===== src/rtl/regfile_sb.sv =====
// Parametrised register file: NRD combinational read ports, one byte-enabled write
// port with optional same-cycle forwarding, and a per-register busy scoreboard.
module regfile_sb #(
    parameter int WIDTH    = 32,
    parameter int ABITS    = 5,
    parameter int NRD      = 2,
    parameter int BYPASS   = 1,
    parameter int ZERO_REG = 1
) (
    input  logic                  clk,
    input  logic                  reset,
    input  logic [NRD*ABITS-1:0]  ra,
    output logic [NRD*WIDTH-1:0]  rd,
    output logic [NRD-1:0]        rbusy,
    input  logic                  we3,
    input  logic [ABITS-1:0]      wa3,
    input  logic [WIDTH-1:0]      wd3,
    input  logic [WIDTH/8-1:0]    wbe,
    input  logic                  rsv,
    input  logic [ABITS-1:0]      rsva,
    output logic [2**ABITS-1:0]   busy
);

    localparam int DEPTH  = 2**ABITS;
    localparam int NBYTES = WIDTH/8;

    logic [WIDTH-1:0] rf_q [DEPTH];
    logic [WIDTH-1:0] rf_d [DEPTH];
    logic [DEPTH-1:0] busy_q;
    logic [DEPTH-1:0] busy_d;
    logic             wr_zero;

    function automatic logic [WIDTH-1:0] merge_bytes(
        input logic [WIDTH-1:0]  base,
        input logic [WIDTH-1:0]  data,
        input logic [NBYTES-1:0] be
    );
        logic [WIDTH-1:0] res;
        res = base;
        for (int j = 0; j < NBYTES; j++) begin
            if (be[j]) res[8*j +: 8] = data[8*j +: 8];
        end
        return res;
    endfunction

    assign wr_zero = (ZERO_REG != 0) && (wa3 == '0);

    // Reserve is applied after the write-clear so a new producer issued on the
    // retiring producer's register keeps it busy.
    always_comb begin
        rf_d   = rf_q;
        busy_d = busy_q;
        if (we3) begin
            if (!wr_zero) rf_d[wa3] = merge_bytes(rf_q[wa3], wd3, wbe);
            busy_d[wa3] = 1'b0;
        end
        if (rsv) busy_d[rsva] = 1'b1;
        if (ZERO_REG != 0) busy_d[0] = 1'b0;
    end

    always_ff @(posedge clk) begin
        if (reset) begin
            for (int n = 0; n < DEPTH; n++) rf_q[n] <= '0;
            busy_q <= '0;
        end else begin
            rf_q   <= rf_d;
            busy_q <= busy_d;
        end
    end

    assign busy = busy_q;

    for (genvar p = 0; p < NRD; p++) begin : g_rd
        logic [ABITS-1:0] addr;
        logic [WIDTH-1:0] base;
        logic [WIDTH-1:0] merged;
        logic             zero_sup;
        logic             hit;

        assign addr     = ra[p*ABITS +: ABITS];
        assign base     = rf_q[addr];
        assign merged   = merge_bytes(base, wd3, wbe);
        assign zero_sup = (ZERO_REG != 0) && (addr == '0);
        assign hit      = (BYPASS != 0) && we3 && (wa3 == addr);

        // Zero register reads 0 even before the first reset has cleared the array.
        assign rd[p*WIDTH +: WIDTH] = zero_sup ? '0 : (hit ? merged : base);
        assign rbusy[p] = zero_sup ? 1'b0 :
                          (hit ? (rsv && (rsva == addr)) : busy_q[addr]);
    end

endmodule


===== config.mk =====
export PLATFORM = sky130hd
export DESIGN_NAME = regfile_sb
export DESIGN_NICKNAME = d
export VERILOG_FILES = /design/src/rtl/regfile_sb.sv
export SDC_FILE = /design/constraint.sdc
export NUM_CORES = 2
export LEC_CHECK = 0
export CAP_MARGIN = 20
export CORE_MARGIN = 2
export CORE_UTILIZATION = 40
export DETAILED_ROUTE_END_ITERATION = 10
export SETUP_SLACK_MARGIN = 0.05
export SLEW_MARGIN = 20
export SYNTH_ARGS = -nofsm -noshare
export SYNTH_HDL_FRONTEND = slang
export SYNTH_SLANG_ARGS = --single-unit

===== constraint.sdc =====
create_clock -name clk -period 6.6 [get_ports clk]
set_input_delay 1.98 -clock clk [delete_from_list [all_inputs] [get_ports clk]]
set_output_delay 1.98 -clock clk [all_outputs]
set_load 0.01 [all_outputs]

[Word level (Yosys, flattened, before mapping)]
Index checks and enable logic that the tools add are counted.
Word-level totals
  bits in registers: 1056
  bits in latches: 0
  memory bits (writable): 0
  bits in read-only memories: 0
  input bits: 60
  output and inout bits: 98
  logic and storage cells: 116
  memories: 0
Cells by class
  $add $sub $neg: 0
  multiply operators: 0
  divide/modulo/power cells: 0
  $lt $le $gt $ge: 10
  eq/ne operators: 4
  shift-type cells: 0
  multiplexer cells: 50
  bitwise logic cells: 7
  reductions and logical operators: 11
Operators by type and width (count)
  bitwise mux 1024 bit: 1
  binary-select mux 32 bit (select 5 bit): 3
  two-way mux 32 bit: 13
  demux 32 bit (select 5 bit): 1
  two-way mux 8 bit: 20
  bitwise AND 32 bit: 1
  inverter 32 bit: 1
  bitwise OR 32 bit: 1
  < comparator 5 x 6 -> 1 bit (second input constant): 4
  equality test 5 bit: 4
  greater-or-equal comparator 6 bit (second input constant): 3
  inverter 5 -> 6 bit: 3
  logical NOT 5 bit: 3
  binary-select mux 1 bit (select 5 bit): 2
  demux 1 bit (select 5 bit): 2
  greater-or-equal comparator 5 x 1 -> 1 bit (second input constant): 2
  two-way mux 1 bit: 8
  logical AND 1 bit: 7
  < comparator 6 x 1 -> 1 bit (second input constant): 1
  AND reduction 2 bit: 1
  inverter 1 bit: 1

[Longest topological paths before layout]
  depth after elaboration: 9
  mapped depth: 13
  mapped depth without buffers: 5

[Worst setup path after synthesis]
OpenSTA, ideal clock, no wires.
  path kind: input to output
  start: input ra[5]
  end: output rd[56]
  arrival: 4225 ps
  path slack: 395 ps
  stages on the path: 8
  path through: buf_2 -> buf_2 -> buf_2 -> buf_1 -> mux4_2 -> mux4_2 -> nand3_1 -> nand3_1
Between the ends
  word-level cells in the longest chain between the ends: 7
Ends and longest elaborated chain
  start: declaration: RTL line 12  | input logic [NRD*ABITS-1:0] ra,
  inverter 5 -> 6 bit (implied by the code): RTL line 81  | assign base = rf_q[addr];
  binary-select mux 32 bit (select 5 bit): RTL line 81
  two-way mux 32 bit (implied by the code) (2 in series): RTL line 81
  two-way mux 8 bit: RTL line 41  | if (be[j]) res[8*j +: 8] = data[8*j +: 8];
  two-way mux 32 bit: RTL line 87  | assign rd[p*WIDTH +: WIDTH] = zero_sup ? '0 : (hit ? merged : base);
  two-way mux 32 bit (*): RTL line 87
  end: declaration: RTL line 13  | output logic [NRD*WIDTH-1:0] rd,
Every way passes the cells marked *; elsewhere a longest branch is shown, timed or not. The select of a mux whose other input is x is not followed.

[Worst setup path in the final report]
  start: input ra[9]
  end: output rd[62]
The elaborated chain is that of the path after synthesis.

==> impl_metrics.yaml <==
cts:
  cts.sinks: 1055
  cts_buffers: 113
  ctsLongestPathBuffers: 3
  cts_hold_buf: 0
  cts.clk_slew.worst_paths_ps: 60
  htree_num_levels: 3
  clock-root-buffer: "clkbuf_16"
  clk_latency_ps: 770
  cts_tree: "yes"
logic_synthesis:
  synth-edff-count: 0
  yosysWarnings: 0
  ys_seq_elements: 1055
  synthFlopType: "dfxtp_1"
  synthDistinctLibCells: 69
  ys_seq_area_frac: 0.352
  synthesis.nets: 5933
  netlist_area_mm2: 0.0601
  yosysTopAreaCell: "dfxtp_1"
  avgSynthCellArea_um2: 10.2
  syn_inst: 5873
  synth_top_area_share: 0.352
  ys_top_cells_by_area: "dfxtp_1 35%, mux4_2 27%, nand3_1 8.7%, o21ai_0 8.2%, mux2i_1 4.8%"
  async_flop_share: 0
critical_path:
  cp-start-kind: "input pin"
  crit_path_end_kind: "primary output"
  worst_path_max_delay_cell: "clkdlybuf4s50_1"
  arrival_ps: 4580
  crit_top_cell: "buf_4"
  worstPathMaxFanout: 6
  crit_chain: "buf_2, clkinv_1, buf_4, nor2_1, buf_4, nand2_1, o211ai_1, o21ai_0, clkdlybuf4s50_1"
  path_depth: 9
  critPathBufInv: 5
  cp.required_ps: 4620
  r2r_cells: 6
  crit_type: "input pin to primary output"
  cp_slowest_stage_delay_ps: 560
  cp_top_family: "buffers and inverters"
placement:
  post_dp_cell_area_mm2: 0.0661
  place_congestion: 0.959
  dp_hpwl_um: 164000
  port_buffers: 156
power:
  ir_drop_mv: 0.222
  p_total_mw: 15.0
  power_density_mw_per_mm2: 214
  p_leak_nw: 24.0
drt:
  drt_pass1_iterations: 9
  wirelength_um: 259000
  drt-vias-per-instance: 6.93
  ant_nets: 0
  drtIter0Drc: 8149
  drc: 0
  dr_total_vias: 55300
  wl_per_cell_um: 32.5
die:
  rows: 142
  core_area_mm2: 0.149
  design.die.area_mm2: 0.153
  top_level_ports: 158
  die_w_um: 392
  initial_utilization: 0.402
  fp.dieH_um: 392
final_layout:
  mostFrequentLayoutCells: "1055 x dfxtp_1, 1039 x nand3_1, 987 x o21ai_0"
  layout.nets: 5919
  layout_commonest_cell: "dfxtp_1"
  design_area_mm2: 0.0702
  final_util: 0.470
  synthToLayoutAreaGrowth_pct: 16.9
  drive_gt1_frac: 0.248
global_routing:
  grt_start_max_net_pins: 149
  grt_pass1_vias: 51300
  grt_antenna_before_repair: 13
  grt_pass1_wl_um: 368000
  grt.total_usage: 0.329
  overflow: 0
min_path:
  hold_depth: 1
  hold_path_class: "register to register"
timing:
  worstMarginPinSlew_ps: 1180
  finClkSkew_ps: 42.4
  relSlewSlack: 0.210
  fmax_ghz: 0.152
  setup_viol: 0
  finalCriticalPeriod_ps: 6560
  final.setup.tns_ps: 0
  post-route-period-util: 0.994
  maxSlewViolCount: 0
  rsz0062_at_grt: "yes"
  finalHoldViolCount: 0
job:
  drv_cap: 0
run_status:
  status: "finished, final reports clean"
[cell type report]
class	count	area (um^2)
diodes	7	17.5
clock buffers	169	3340
clock inverters	38	449
fillers	13700	79200
inverters	14	63.8
multi-input cells	4080	36400
flip-flops and latches	1055	21100
well taps	2016	2520
repair buffers	595	6260
[power breakdown]
group	switching, mW	internal (mW)	total [mW]
Sequential	0.0397	6.41	6.45
Combinational	1.26	0.713	1.98
Clock	2.81	3.79	6.61
[logic make-up after synthesis]
group / Yosys count / synth area share
buffers and inverters: 738 / 0.0512
AOI/OAI and AO/OA: 1592 / 0.159
muxes: 1009 / 0.317
other: 1 / 0.0000624
xor gates and xnor gates: 20 / 0.00292
DFF: 1055 / 0.352
and+or+nand+nor: 1458 / 0.118
[worst paths after layout]
kind,from,end,slack (ps)
min reg2reg,rf_q[998]$_SDFFE_PP0P_,rf_q[998]$_SDFFE_PP0P_,490
max reg2reg,rf_q[303]$_SDFFE_PP0P_,rf_q[911]$_SDFFE_PP0P_,4180
max,ra[9],rd[62],40
min,rf_q[998]$_SDFFE_PP0P_,rf_q[998]$_SDFFE_PP0P_,490
[synthesized netlist by cell type (all sizes together), types with 10 or more instances]
library cell  count
a21oi            56
a22o             10
nand2           238
a221oi           95
mux2i           290
nor2b            41
o221ai           25
xor2             14
nand3          1046
a22oi            81
buf             255
dfxtp          1055
clkbuf          469
nor2             69
o21ai          1024
a211oi           43
o22ai            66
mux4            713
a311oi           15
a32o             30
and2             12
o21a             41
and3             12
o31ai            19
o211ai           42
[per-layer routing]
layer	GRT usage	part of all wire	vias up
met2	0.484	0.43	4088
met5	0	0.00044	-
met1	0.432	0.37	27300
li1	-	-	22900
met4	0.193	0.068	16
met3	0.0915	0.13	891
[registers in the layout (all words and copies together) (netlist names)]
| register | count |
|---|---|
| rf_q | 1024 |
| busy | 31 |
[metrics by stage]
step / hold slack [ps] / cells / setup WS, ps
2_1_floorplan: 457 / 5873 / 395
3_3_place_gp: 469 / 7752 / -253
3_5_place_dp: 485 / 7752 / -273
4_1_cts: 493 / 7960 / -1.12
5_1_grt: 509 / 7968 / 37.4
6_report: 494 / 7974 / 39.9
[what timing repair did]
item | 4_1_cts | 5_1_grt
setup buffers | 1 | 5
pin swaps | 4 | 9
cloned | 0 | 2
setup endpoints to repair | 29 | 24
gates resized for setup | 36 | 25
Note: power is estimated with default switching activity, not from simulation.
